`src/rtl/vid_dma.sv`:
```
// Video DMA fetch engine: walks a circular screen buffer with two-beat Wishbone read bursts
// and feeds a first-word-fall-through FIFO drained 32 bits at a time by the pixel pipeline.
module vid_dma #(
  parameter int unsigned DEPTH_LOG2 = 4
) (
  input  logic                  wb_clk,
  input  logic                  wb_rst,
  input  logic                  enable,
  input  logic [23:0]           vid_start,
  input  logic [23:0]           vid_end,
  input  logic [23:0]           vid_init,
  input  logic                  frame_sync,
  input  logic                  rd_en,
  output logic [31:0]           rd_data,
  output logic                  empty,
  output logic [DEPTH_LOG2:0]   level,
  output logic                  underflow,
  output logic [23:0]           wb_adr,
  output logic [2:0]            wb_cti,
  output logic [3:0]            wb_sel,
  output logic                  wb_we,
  output logic                  wb_stb,
  output logic                  wb_cyc,
  input  logic [31:0]           wb_dat_i,
  input  logic                  wb_ack
);

  localparam int unsigned LvlW  = DEPTH_LOG2 + 1;
  localparam int unsigned Depth = 2 ** DEPTH_LOG2;

  typedef enum logic [1:0] {StIdle, StBeat0, StBeat1} state_e;

  state_e                r_state;
  logic [20:0]           r_ptr;
  logic                  r_discard;
  logic                  r_cyc;
  logic [23:0]           r_adr;
  logic [2:0]            r_cti;
  logic [31:0]           r_mem [Depth];
  logic [DEPTH_LOG2-1:0] r_wptr;
  logic [DEPTH_LOG2-1:0] r_rptr;
  logic [LvlW-1:0]       r_level;
  logic                  r_empty;
  logic [31:0]           r_rd_data;
  logic                  r_underflow;

  logic                  w_push;
  logic                  w_pop;
  logic                  w_launch;
  logic [DEPTH_LOG2-1:0] w_rptr_nxt;
  logic [DEPTH_LOG2-1:0] w_wptr_nxt;
  logic [LvlW-1:0]       w_level_nxt;
  logic [31:0]           w_rd_nxt;
  logic [20:0]           w_ptr_adv;

  // In IDLE nothing is in flight, so free space is simply Depth - level.
  assign w_launch = enable & ~frame_sync & (r_level <= LvlW'(Depth - 2));
  assign w_push   = (r_state != StIdle) & wb_ack & ~r_discard & ~frame_sync;
  assign w_pop    = rd_en & (r_level != '0);

  always_comb begin
    w_rptr_nxt  = r_rptr + DEPTH_LOG2'(w_pop);
    w_wptr_nxt  = r_wptr + DEPTH_LOG2'(w_push);
    w_level_nxt = r_level + LvlW'(w_push) - LvlW'(w_pop);
    w_ptr_adv   = (r_ptr == vid_end[23:3]) ? vid_start[23:3] : r_ptr + 21'd1;
    w_rd_nxt    = r_rd_data;
    // New head may be the word being written on this very edge.
    if (w_level_nxt != '0) begin
      if (w_push && (w_rptr_nxt == r_wptr)) w_rd_nxt = wb_dat_i;
      else                                  w_rd_nxt = r_mem[w_rptr_nxt];
    end
  end

  always_ff @(posedge wb_clk) begin
    if (w_push) r_mem[r_wptr] <= wb_dat_i;
  end

  always_ff @(posedge wb_clk) begin
    if (wb_rst) begin
      r_wptr      <= '0;
      r_rptr      <= '0;
      r_level     <= '0;
      r_empty     <= 1'b1;
      r_rd_data   <= '0;
      r_underflow <= 1'b0;
    end else if (frame_sync) begin
      r_wptr      <= '0;
      r_rptr      <= '0;
      r_level     <= '0;
      r_empty     <= 1'b1;
      r_underflow <= 1'b0;
    end else begin
      r_wptr    <= w_wptr_nxt;
      r_rptr    <= w_rptr_nxt;
      r_level   <= w_level_nxt;
      r_empty   <= (w_level_nxt == '0);
      r_rd_data <= w_rd_nxt;
      if (rd_en && (r_level == '0)) r_underflow <= 1'b1;
    end
  end

  always_ff @(posedge wb_clk) begin
    if (wb_rst) begin
      r_state   <= StIdle;
      r_ptr     <= '0;
      r_discard <= 1'b0;
      r_cyc     <= 1'b0;
      r_adr     <= '0;
      r_cti     <= '0;
    end else begin
      unique case (r_state)
        StIdle: begin
          r_discard <= 1'b0;
          if (w_launch) begin
            r_cyc   <= 1'b1;
            r_adr   <= {r_ptr, 3'b000};
            r_cti   <= 3'b010;
            r_state <= StBeat0;
          end
        end
        StBeat0: begin
          if (frame_sync) r_discard <= 1'b1;
          if (wb_ack) begin
            r_adr[2] <= 1'b1;
            r_cti    <= 3'b111;
            r_state  <= StBeat1;
          end
        end
        StBeat1: begin
          if (frame_sync) r_discard <= 1'b1;
          if (wb_ack) begin
            r_cyc   <= 1'b0;
            r_state <= StIdle;
            if (!frame_sync && !r_discard) r_ptr <= w_ptr_adv;
          end
        end
        default: r_state <= StIdle;
      endcase
      // A burst that cannot be aborted still lets the frame restart at vid_init.
      if (frame_sync) r_ptr <= vid_init[23:3];
    end
  end

  assign rd_data   = r_rd_data;
  assign empty     = r_empty;
  assign level     = r_level;
  assign underflow = r_underflow;
  assign wb_adr    = r_adr;
  assign wb_cti    = r_cti;
  assign wb_sel    = 4'b1111;
  assign wb_we     = 1'b0;
  assign wb_stb    = r_cyc;
  assign wb_cyc    = r_cyc;

endmodule

```
`config.mk`:
```
export PLATFORM = sky130hd
export DESIGN_NAME = vid_dma
export DESIGN_NICKNAME = d
export VERILOG_FILES = /design/src/rtl/vid_dma.sv
export SDC_FILE = /design/constraint.sdc
export NUM_CORES = 1
export LEC_CHECK = 0
export BUFFER_PORTS_ARGS = -buffer_cell sky130_fd_sc_hd__buf_2
export CORE_UTILIZATION = 55
export DETAILED_ROUTE_END_ITERATION = 8
export PLACE_DENSITY = 0.74
export SYNTH_ARGS = -nofsm -noshare
export SYNTH_HDL_FRONTEND = slang
export SYNTH_SLANG_ARGS = --single-unit
```
`constraint.sdc`:
```
create_clock -name wb_clk -period 5.9 [get_ports wb_clk]
set_input_delay 1.18 -clock wb_clk [delete_from_list [all_inputs] [get_ports wb_clk]]
set_output_delay 1.18 -clock wb_clk [all_outputs]
set_load 0.02 [all_outputs]
```
======== Yosys cells after proc, flatten, opt, wreduce, memory -nomap -nowiden ========
Memories as Yosys holds them, arrays and structs flattened. A register that Yosys moved wholly into a read port is not among the register bits.
Index checks and enable logic that the tools add are counted.
cells by class
  add/subtract/negate cells ............... 5
  $mul .................................... 0
  div/mod/pow operators ................... 0
  $lt $le $gt $ge ......................... 1
  eq/ne operators ......................... 7
  shifts and indexed selects .............. 0
  muxes and demuxes ....................... 22
  bitwise gates (word level) .............. 8
  reduce and logical (&&, ||, !) cells .... 25
operators with widths
  cell                   count
  $mux 21                5
  $add 21x1->21 const B  1
  $eq 21x21->1           1
  $reduce_bool 2->1      7
  $reduce_and 3->1       4
  $logic_not 5->1        2
  $reduce_bool 5->1      2
  $mux 3                 3
  $add 4x1->4            2
  $and 1x1->1            6
  $mux 1                 6
  $mux 2                 3
  $ne 2x2->1 const B     3
  $pmux 1 s2             3
  $pmux 2 s3             1
  $pmux 3 s2             1
  $reduce_and 2->1       3
  $add 5x1->5            1
  $le 5x4->1 const B     1
  $sub 5x1->5            1
  $reduce_or 2->1        2
  $eq 2x1->1 const B     1
  $eq 2x2->1 const B     1
  $logic_and 1x1->1      2
  4 further kinds        6
word-level totals
  register bits ........................... 65
  latch bits .............................. 0
  RAM bits ................................ 512
  memory bits (read-only) ................. 0
  input port bits ......................... 110
  output and inout port bits .............. 73
  word-level logic and storage cells ...... 81
  memories ................................ 1
memories
  name   words  width  rd ports  clocked after memory_dff  wr ports  RTL line  text
  r_mem  16     32     1         1                         1         39        logic [31:0] r_mem [Depth];

======== Depth between registers and ports, before layout ========
Gate-level depths: netlist of the first run.
  depth in word-level cells ............... 8
  mapped depth ............................ 20
  depth with buffers taken out ............ 16

======== Worst setup path after synthesis of the first run ========
OpenSTA, ideal clock, no wires.
  path type ............................... input to register
  start point ............................. in frame_sync
  end point ............................... mem r_mem[0][0], enable pin
  library setup time ...................... 0.461 ns
  arrival time ............................ 4.321 ns
  required time ........................... 5.439 ns
  setup slack ............................. 1.118 ns
  stages .................................. 3
  path buffers ............................ 0
  path through ............................ or4_1 or3_1 nor3_1
between the ends
  word-level cells in the longest chain between the ends .. 4
ends and longest elaborated chain
  item                          RTL line  text
  start: declaration            12        input logic frame_sync,
  $not 1->1 (no line)           --
  $and 1x1->1                   58        assign w_push = (r_state != StIdle) & wb_ack & ~r_discard & ~frame_sync;
  $mux 1                        75        if (w_push) r_mem[r_wptr] <= wb_dat_i;
  $mux 1 (not written as such)  75
  end: declaration              39
No other way between the ends.

======== Final worst setup path of the first run ========
  start point ............................. reg r_level[2] (netlist: level[2])
  end point ............................... reg r_rd_data[31] (netlist: rd_data[31]) (read register of r_mem)
between the ends
  word-level cells in the longest chain between the ends .. 5
  elaborated cells between the ends (all ways) .. 7
  those cells by class .................... add/sub: 3; bitwise: 1; reduce/logical: 3
ends and longest elaborated chain
  item                                                                 RTL line  text
  start: declaration                                                   42        logic [LvlW-1:0] r_level;
  start signal: assignment                                             95        r_level <= w_level_nxt;
  parallel branches: the longest is 5 deep, another holds $add 5x1->5  --
  end: declaration                                                     44        logic [31:0] r_rd_data;
Several ways; the timed one is not identified.
A chain may end at the register's enable or synchronous reset.

==> impl_metrics.py, run 1 <==
metrics = {
    "synth": {
        "synthTopCellsByCount": "edfxtp_1 (512), nand2_1 (229), mux2i_1 (149), nor2_1 (142), clkbuf_1 (98)",
        "ys_async_sr_fraction_pct": 0,
        "netlist_area_mm2": 0.0259,
        "synth_seq_area_share_pct": 66.7,
        "ys_warn_count": 0,
        "synth_edf_count": 512,
        "avgSynthCellArea_um2": 13.2,
        "yosysMostFrequentCell": "edfxtp_1",
        "yosysTopAreaCellShare_pct": 59.4,
        "yosys-top-cells-area": "edfxtp_1 (59%), dfxtp_1 (7.3%), mux2i_1 (5.8%), nand2_1 (3.3%), a32oi_1 (2.2%)",
        "syn_inst": 1958,
        "synth_top_area_cell": "edfxtp_1",
        "ys_ff_latch": 607,
        "synth_cell_types": 53,
        "ys.flop_type": "edfxtp_1",
    },
    "outcome": {
        "status": "finished clean",
    },
    "detailed_routing": {
        "drt_iter0_drc": 1901,
        "wl_met2_um": 32400,
        "ant_nets": 0,
        "vias": 17400,
        "wl_per_cell_um": 24.7,
        "routed-wl-met3_um": 6110,
        "drc": 0,
        "vias_per_cell": 6.32,
        "dr.pass1.iters": 6,
        "top_layer_used": "met5",
        "drt-met1-wl_um": 27600,
        "wirelength_um": 68100,
    },
    "cells_and_area": {
        "syn_to_final_growth_pct": 13.8,
        "fin_cells": 2753,
        "fin_nets": 2222,
        "drive_gt1_share_pct": 17.1,
        "num-fill-cells": 3411,
        "antenna_cells": 0,
    },
    "place": {
        "routabilityCongestion": 0.885,
        "dp_hpwl_um": 38600,
        "portBuffers": 166,
        "place_ws_ns": 1.19,
        "dp_cells": 2641,
    },
    "sta": {
        "rsz0062_at_grt": "false",
        "worstMarginPinSlew_ns": 1.13,
        "min_period_over_period_pct": 77.7,
        "fin_skew_ns": 0.0143,
        "period_needed_ns": 4.58,
        "maxSlewViolCount": 0,
        "fin_setup_tns_ns": 0,
        "hold_viol": 0,
        "slew_headroom_pct": 24.4,
        "hold_ws_ns": 0.475,
        "layout_setup_ws_ns": 1.32,
        "fmax_mhz": 218,
        "setup_violations": 0,
    },
    "worst_setup_path": {
        "crit_start": "level[2]$_SDFF_PP0_",
        "criticalPathCategory": "register to register",
        "rrSetupSlack_ns": 1.32,
        "crit_path_end_kind": "register",
        "worstSetupStartpointType": "register",
        "crit_slowest_cell": "and3_1",
        "required_ns": 6.40,
        "crit_chain": "inv_1, ha_1, or4b_1, buf_4, and3_1, ha_1, xnor2_1, xnor2_1, nor3_1, and3_1, buf_4, a311oi_1, nor4_1",
        "slowest_delay_ns": 0.77,
        "rr_endpoint": "rd_data[31]$_SDFFE_PP0P_",
        "cp_max_fo": 36,
        "endpoint": "rd_data[31]$_SDFFE_PP0P_",
        "arrival_ns": 5.08,
        "r2r_start": "level[2]$_SDFF_PP0_",
        "ff2ff_path_depth": 13,
    },
    "power_and_ir_drop": {
        "power_uw": 12400,
        "irDropWorstVdd_mv": 0.477,
        "p_per_area_mw_per_mm2": 421,
        "p_leak_uw": 0.0109,
    },
    "clock_tree": {
        "postCtsSetupBuffers": 0,
        "cts_root_buffer": "clkbuf_16",
        "cts_hold_buf": 0,
        "ctsResizeCount": 0,
        "clk_path_buf_depth": 3,
        "clkTransAtPathRegs_ns": 0.06,
        "clock_sinks": 607,
        "htreeDepth": 2,
        "clock_latency_ns": 0.62,
        "cts_tree": "built",
        "cts_buffers": 60,
    },
    "floorplanning": {
        "fp.dieH_um": 219,
        "die_w_um": 219,
        "core_mm2": 0.0465,
        "start_util_pct": 55.7,
        "die-area_mm2": 0.0479,
        "rows": 79,
        "ioPinCount": 183,
    },
    "hold_path": {
        "hold_start": "wb_cti[1]$_SDFFE_PP0P_",
        "hold_class": "register to register",
    },
    "grt": {
        "grt_max_degree": 84,
        "grt_pass1_vias": 17100,
        "grt_antenna_before_repair": 1,
        "grt_overflow_total": 0,
        "grt_util_all_layers_pct": 28.3,
        "grt_pass1_wl_um": 101000,
    },
    "run": {
        "drv_cap": 0,
    },
}
==> power breakdown <==
| part | leakage (uW) | switching, uW | internal (uW) | total, uW |
|---|---|---|---|---|
| Combinational | 0.00454 | 2400 | 1350 | 3750 |
| Clock | 0.000953 | 1590 | 2150 | 3740 |
| Sequential | 0.00538 | 127 | 4780 | 4910 |
| Total | 0.0109 | 4120 | 8280 | 12400 |
==> cell families after synthesis <==
group                      share of synthesized area, %
and+or+nand+nor                                    11.1
DFF                                                66.7
other                                            0.0290
muxes                                              5.85
adders and majority gates                         0.802
buffers and inverters                              3.43
xor gates and xnor gates                           1.69
AOI/OAI and AO/OA                                  10.4
==> metrics by stage <==
step / util [%] / cell area, um2
2_1_floorplan: - / 25900
3_3_place_gp: 59.2 / 27500
3_5_place_dp: 59.2 / 27500
4_1_cts: 63.4 / 29500
5_1_grt: 63.4 / 29500
6_report: 63.4 / 29500
==> worst min path at each step <==
stage	endpoint	slack, ns	cells past startpoint
after floorplan	r_discard$_SDFFE_PP0P_	0.47	2
after global placement	wb_cti[1]$_SDFFE_PP0P_	0.45	2
after detailed placement	wb_cti[1]$_SDFFE_PP0P_	0.47	2
after CTS	wb_cti[1]$_SDFFE_PP0P_	0.49	2
after global routing	wb_cti[1]$_SDFFE_PP0P_	0.51	2
final	wb_cti[1]$_SDFFE_PP0P_	0.48	2
==> sequential cells by signal, indices dropped and copies added, names as in the netlist <==
signal     count
r_discard      1
r_wptr         4
rd_data       32
r_ptr         21
wb_cyc         1
empty          1
underflow      1
wb_adr        21
r_rptr         4
level          5
r_mem        512
r_state        2
wb_cti         2
==> area by class of cell <==
class	instances	area, um2	share of cell area [%]
flip-flops and latches	607	17300	58.7
repair buffers	227	1420	4.81
inverters	30	113	0.382
multi-input cells	1170	7960	27.0
clock inverters	27	214	0.726
well taps	607	759	2.58
clock buffers	85	1720	5.83
==> cells in the final DEF, fill, tap and decap left out, types with 52 or more instances in the layout <==
cell type,netlist,final
nand2b_1,69,69
dfxtp_1,95,94
buf_2,18,165
buf_4,16,52
mux2i_1,149,149
nor2_1,142,127
a32oi_1,64,64
nand2_1,229,229
edfxtp_1,512,512
clkbuf_16,0,62
==> worst max-delay path: cells and delay by family, from the launching register on <==
family | cells | cell delay [ns]
fa+ha+maj | 2 | 0.35
xor+xnor | 2 | 0.56
compound gates | 1 | 0.11
simple gates | 5 | 2.11
buf+inv | 3 | 0.91
flops | 1 | 0.37
==> routing by layer <==
layer / global-route usage [%] / vias to the layer above
met5: 0 / -
met4: 10.8 / 2
met3: 5.34 / 149
met2: 45.6 / 911
met1: 38.2 / 8611
li1: - / 7725
No activity file was read; power rests on OpenSTA's default activity.
==> inputs of run 2 (changes only) <==
- ABC_AREA: not set -> 1
- PLACE_DENSITY: 0.74 -> 0.76
- clock period: 5.9 -> 4 ns (I/O delays scaled with it)
==> impl_metrics.py, run 2 <==
metrics = {
    "outcome": {
        "status": "finished clean",
    },
    "clock_tree": {
        "cts_buffers": 60,
        "clock_latency_ns": 0.63,
        "cts_root_buffer": "clkbuf_16",
        "clock_sinks": 607,
        "cts_hold_buf": 0,
        "postCtsSetupBuffers": 0,
        "clk_path_buf_depth": 3,
        "cts_tree": "built",
        "htreeDepth": 2,
        "clkTransAtPathRegs_ns": 0.06,
        "ctsResizeCount": 0,
    },
    "detailed_routing": {
        "wirelength_um": 67800,
        "dr.pass1.iters": 6,
        "wl_per_cell_um": 18.7,
        "drc": 0,
        "vias_per_cell": 5.64,
        "drt_iter0_drc": 2062,
        "vias": 20400,
        "ant_nets": 0,
    },
    "worst_setup_path": {
        "path_common_cell": "inv_1",
        "rr_endpoint": "rd_data[24]$_SDFFE_PP0P_",
        "ff2ff_path_depth": 19,
        "worstSetupStartpointType": "register",
        "rrSetupSlack_ns": 0.77,
        "crit_chain": "inv_1, ha_1, inv_1, nor2_2, nand2_2, nand2_2, nor2_1, inv_1, nand2_1, ha_1, inv_1, fa_1, o21ai_1, xor2_1, inv_1, a21oi_4, buf_12, o21ai_0, a21oi_1",
        "required_ns": 4.55,
        "crit_buf_inv": 6,
        "crit_slowest_cell": "fa_1",
        "cpLargestDelayFamily": "adder cells",
        "slowest_delay_ns": 0.43,
        "arrival_ns": 3.79,
        "cp_max_fo": 65,
        "criticalPathCategory": "register to register",
        "r2r_start": "level[2]$_SDFF_PP0_",
        "crit_path_end_kind": "register",
    },
    "cells_and_area": {
        "multiInputGateArea_mm2": 0.00817,
        "syn_to_final_growth_pct": 12.5,
        "drive_gt1_share_pct": 11.6,
        "register_area_mm2": 0.0173,
        "largest_reg_flops": 512,
        "regMostFlops": "r_mem",
        "final_cell_mix": "nand3_1 (657), nand2_1 (654), edfxtp_1 (512)",
        "fin_cells": 3628,
        "final_common_cell": "nand3_1",
        "fin_nets": 3037,
        "num-fill-cells": 3834,
    },
    "floorplanning": {
        "fp.dieH_um": 225,
        "start_util_pct": 55.9,
        "die-area_mm2": 0.0507,
        "rows": 81,
        "core_mm2": 0.0491,
        "die_w_um": 225,
        "ioPinCount": 183,
    },
    "grt": {
        "grt_util_all_layers_pct": 26.9,
        "grt_pass1_vias": 19600,
        "grt_pass1_wl_um": 105000,
        "grt_max_degree": 141,
        "grt_antenna_before_repair": 4,
        "grt_overflow_total": 0,
    },
    "synth": {
        "synth_top_area_cell": "edfxtp_1",
        "synth_edf_count": 512,
        "ys_async_sr_fraction_pct": 0,
        "synthMuxAreaShare_pct": 0,
        "yosys-top-cells-area": "edfxtp_1 (56%), nand3_1 (12%), nand2_1 (9.0%), dfxtp_1 (6.9%), inv_1 (4.5%)",
        "yosysMostFrequentCell": "nand3_1",
        "yosysTopAreaCellShare_pct": 56.1,
        "synthTopCellsByCount": "nand3_1 (657), nand2_1 (654), edfxtp_1 (512), inv_1 (326), nor2_1 (108)",
        "netlist_area_mm2": 0.0274,
        "avgSynthCellArea_um2": 9.68,
        "synth_cell_types": 37,
        "ys_ff_latch": 607,
        "syn_inst": 2830,
        "synth_compound_area_share_pct": 2.50,
        "ys_warn_count": 0,
        "synth-simple-area-share_pct": 24.5,
        "synth_top_family_by_area": "simple AND/OR/NAND/NOR gates",
        "synth_seq_area_share_pct": 63.0,
        "synth_xor_area_share_pct": 1.31,
        "ys.flop_type": "edfxtp_1",
        "synth_fa_ha_area_share_pct": 0.758,
    },
    "sta": {
        "period_needed_ns": 3.23,
        "hold_viol": 0,
        "min_period_over_period_pct": 80.8,
        "worstMarginPinSlew_ns": 1.26,
        "setup_violations": 0,
        "slew_headroom_pct": 15.8,
        "fin_skew_ns": 0.0149,
        "fin_setup_tns_ns": 0,
        "fmax_mhz": 309,
        "maxSlewViolCount": 0,
        "rsz0062_at_grt": "false",
    },
    "place": {
        "dp_hpwl_um": 35700,
        "portBuffers": 166,
        "routabilityCongestion": 0.945,
        "dp_cells": 3513,
    },
    "hold_path": {
        "hold_start": "underflow$_SDFFE_PP0P_",
        "whs_endpoint": "underflow$_SDFFE_PP0P_",
        "hold_depth": 2,
        "hold_class": "register to register",
    },
    "power_and_ir_drop": {
        "p_per_area_mw_per_mm2": 596,
        "irDropWorstVdd_mv": 0.763,
        "p_leak_uw": 0.0128,
    },
    "run": {
        "drv_cap": 0,
    },
}
==> run 2: worst max-delay path by stage <==
stage	start	end	slack, ns	cells after the start
global route	level[2]$_SDFF_PP0_	rd_data[6]$_SDFFE_PP0P_	0.36	19
detailed placement	frame_sync	rd_data[13]$_SDFFE_PP0P_	0.47	17
CTS	level[2]$_SDFF_PP0_	rd_data[24]$_SDFFE_PP0P_	0.75	19
floorplan	frame_sync	rd_data[10]$_SDFFE_PP0P_	0.80	17
finish	level[2]$_SDFF_PP0_	rd_data[24]$_SDFFE_PP0P_	0.77	19
global placement	frame_sync	rd_data[31]$_SDFFE_PP0P_	0.51	17
==> run 2: power by group <==
group | leakage [uW] | internal [uW] | switching [uW] | total [uW]
clock network | 0.000959 | 3160 | 2400 | 5560
registers | 0.00539 | 7130 | 156 | 7280
logic | 0.00650 | 1710 | 3820 | 5530
==> run 2: worst reg2reg max path, cell delays in order (launching register included) <==
cell and delay [ns]:
dfxtp_1 0.40, inv_1 0.09, ha_1 0.20, inv_1 0.06, nor2_2 0.04, nand2_2 0.10
nand2_2 0.12, nor2_1 0.18, inv_1 0.09, nand2_1 0.07, ha_1 0.16, inv_1 0.06
fa_1 0.43, o21ai_1 0.17, xor2_1 0.17, inv_1 0.10, a21oi_4 0.15, buf_12 0.27
o21ai_0 0.15, a21oi_1 0.15
==> run 2: cell type report <==
class	instances	area share, %
antenna	1	0.00812
clock buffer	78	5.32
clock inverter	36	1.03
inverter	329	4.01
multi-input combinational	1706	26.5
sequential	607	56.0
tap	664	2.69
timing repair buffer	207	4.42
==> run 2: cells by family (layout without fill, tap and decap cells) <==
logic type,after synthesis,after routing
fa+ha+maj,16,16
flops,607,607
compound gates,135,135
other cells,2,8
simple gates,1507,1507
buf+inv,522,650
xor+xnor,41,41
==> run 2: per-stage QoR <==
stage                     hold slack [ns]  cell area [um2]  total power, uW  util [%]  worst slack [ns]
after floorplan                     0.456            27400            11600         -             0.799
after global placement              0.440            28900            12700      58.9             0.511
after detailed placement            0.447            28900            12900      58.9             0.468
after CTS                           0.456            30800            18400      62.9             0.748
after global routing                0.495            30800            19400      62.9             0.365
final                               0.455            30800            18400      62.9             0.768
==> run 2: routing by layer <==
| metal | routed length [um] | global-route usage, % |
|---|---|---|
| met4 | 2190 | 11.1 |
| met5 | 30 | 0 |
| met1 | 27100 | 36.2 |
| met2 | 32500 | 43.9 |
| met3 | 5970 | 3.86 |
==> inputs of run 3 (changes only) <==
- PLACE_DENSITY: 0.76 -> 0.73
- clock period: 4 -> 3 ns (I/O delays scaled with it)
==> impl_metrics.py, run 3 (synthesis gave the netlist of run 2 again) <==
metrics = {
    "outcome": {
        "status": "finished clean",
    },
    "floorplanning": {
        "rows": 81,
        "die-area_mm2": 0.0507,
        "start_util_pct": 55.9,
        "ioPinCount": 183,
        "fp.dieH_um": 225,
        "die_w_um": 225,
        "core_mm2": 0.0491,
    },
    "cells_and_area": {
        "regMostFlops": "r_mem",
        "largest_reg_flops": 512,
        "post-route-util_pct": 64.0,
        "fin_cells": 3675,
        "num-fill-cells": 3798,
        "syn_to_final_growth_pct": 14.6,
        "multiInputGateArea_mm2": 0.00827,
        "final_common_cell": "nand3_1",
        "design_area_mm2": 0.0314,
        "register_area_mm2": 0.0173,
        "final_cell_mix": "nand3_1 (657), nand2_1 (653), edfxtp_1 (512)",
        "drive_gt1_share_pct": 13.7,
        "fin_nets": 3085,
    },
    "worst_setup_path": {
        "arrival_ns": 3.45,
        "r2r_start": "level[2]$_SDFF_PP0_",
        "crit_start": "level[2]$_SDFF_PP0_",
        "cp_max_fo": 5,
        "worstSetupStartpointType": "register",
        "criticalPathCategory": "register to register",
        "crit_path_end_kind": "register",
        "ff2ff_path_depth": 21,
        "required_ns": 3.56,
    },
    "place": {
        "routabilityCongestion": 0.911,
        "dp_hpwl_um": 37800,
        "portBuffers": 166,
        "dpl_cell_area_mm2": 0.0291,
        "dp_cells": 3545,
    },
    "power_and_ir_drop": {
        "internal_power_uw": 16900,
        "combPwrFrac_pct": 33.6,
        "swShare_pct": 35.0,
        "p_per_area_mw_per_mm2": 828,
        "irDropWorstVdd_mv": 0.789,
        "p_sw_uw": 9100,
        "clkPwrFrac_pct": 28.9,
        "seq_power_share_pct": 37.4,
        "p_leak_uw": 0.0132,
    },
    "clock_tree": {
        "clkTransAtPathRegs_ns": 0.06,
        "cts_buffers": 61,
        "clock_latency_ns": 0.63,
        "clock_sinks": 607,
        "cts_root_buffer": "clkbuf_16",
        "cts_hold_buf": 0,
        "htreeDepth": 2,
        "cts_tree": "built",
        "clk_path_buf_depth": 3,
    },
    "run": {
        "drv_cap": 0,
    },
    "hold_path": {
        "hold_class": "input port to register",
        "hold_start": "vid_init[12]",
        "hold_depth": 5,
    },
    "grt": {
        "gr-usage-met2_pct": 46.0,
        "grt_pass1_wl_um": 107000,
        "grt_pass1_vias": 19500,
        "grt_antenna_before_repair": 1,
        "grt_max_degree": 156,
        "use_met3_pct": 3.90,
        "use_met1_pct": 36.9,
        "grt_busiest_layer": "met2",
        "grt_util_all_layers_pct": 27.6,
        "grt_overflow_total": 0,
    },
    "detailed_routing": {
        "drc": 0,
        "wirelength_um": 70900,
        "dr.pass1.iters": 6,
        "drt_iter0_drc": 2261,
        "vias_per_cell": 5.64,
        "wl_per_cell_um": 19.3,
        "vias": 20700,
        "ant_nets": 0,
    },
    "sta": {
        "worstMarginPinSlew_ns": 0.888,
        "maxSlewViolCount": 0,
        "fin_setup_tns_ns": 0,
        "setup_violations": 0,
        "slew_headroom_pct": 40.7,
        "period_needed_ns": 2.89,
        "fmax_mhz": 346,
        "min_period_over_period_pct": 96.3,
        "fin_skew_ns": 0.0182,
        "hold_viol": 0,
    },
}
run 3: cell count changes in the layout (fill, tap and decap cells not counted), sizes merged:
cell	previous run	this run
clkbuf	78	89
nand3	659	660
clkinv	24	15
inv	331	335
buf	207	251
clkinvlp	6	3
bufinv	4	2
bufbuf	0	1
run 3: timing repair:
item / CTS / global route
gates cloned: 3 / 2
setup buffers: 3 / 10
pin swaps: 3 / 8
endpoints found under the setup margin: 4 / 33
resized for setup: 8 / 38
run 3: critical path, cell delays in order (launching register included):
cell       delay (ns)
dfxtp_2          0.33
inv_2            0.05
ha_4             0.16
inv_2            0.05
nor2_2           0.04
nand2_2          0.11
nand2_4          0.08
nor2_4           0.12
inv_2            0.05
nand2_2          0.08
ha_4             0.13
inv_1            0.05
fa_2             0.37
o21ai_2          0.16
xor2_1           0.16
inv_1            0.10
a21oi_4          0.15
buf_12           0.16
buf_12           0.12
clkbuf_16        0.15
o21ai_1          0.06
a21oi_1          0.12
run 3: layer usage:
metal,up-vias,wire length (um)
met3,164,5610
met1,9877,28600
met5,-,0
met4,0,2040
li1,9718,-
met2,967,34700
run 3: layout make-up:
| cell class | count | share of cell area, % |
|---|---|---|
| Timing Repair Buffer | 253 | 5.67 |
| Sequential cell | 607 | 55.0 |
| Clock buffer | 88 | 5.71 |
| Clock inverter | 26 | 0.650 |
| Multi-Input combinational cell | 1707 | 26.3 |
| Tap cell | 664 | 2.65 |
| Inverter | 329 | 3.94 |
| Antenna cell | 1 | 0.00797 |
run 3: per-stage QoR:
stage	total power (uW)	worst slack (ns)	hold WS [ns]
6_report	26000	0.112	0.292
4_1_cts	25700	-0.00838	0.274
2_1_floorplan	15500	0.00242	0.456
3_3_place_gp	17200	0.0258	0.441
3_5_place_dp	17400	-0.00193	0.446
5_1_grt	27400	-0.0400	0.300
run 3: power groups by stage:
stage | logic, uW | clock network, uW | registers, uW
floorplan | 5320 | 0 | 10200
global placement | 7300 | 0 | 9880
detailed placement | 7540 | 0 | 9890
CTS | 8420 | 7600 | 9720
global route | 9690 | 7910 | 9760
finish | 8740 | 7520 | 9730
run 3: final timing paths:
path | slack, ns | to
min | 0.29 | r_ptr[9]$_SDFFE_PP0P_
min reg2reg | 0.45 | underflow$_SDFFE_PP0P_
max | 0.11 | rd_data[26]$_SDFFE_PP0P_
max reg2reg | 0.11 | rd_data[26]$_SDFFE_PP0P_
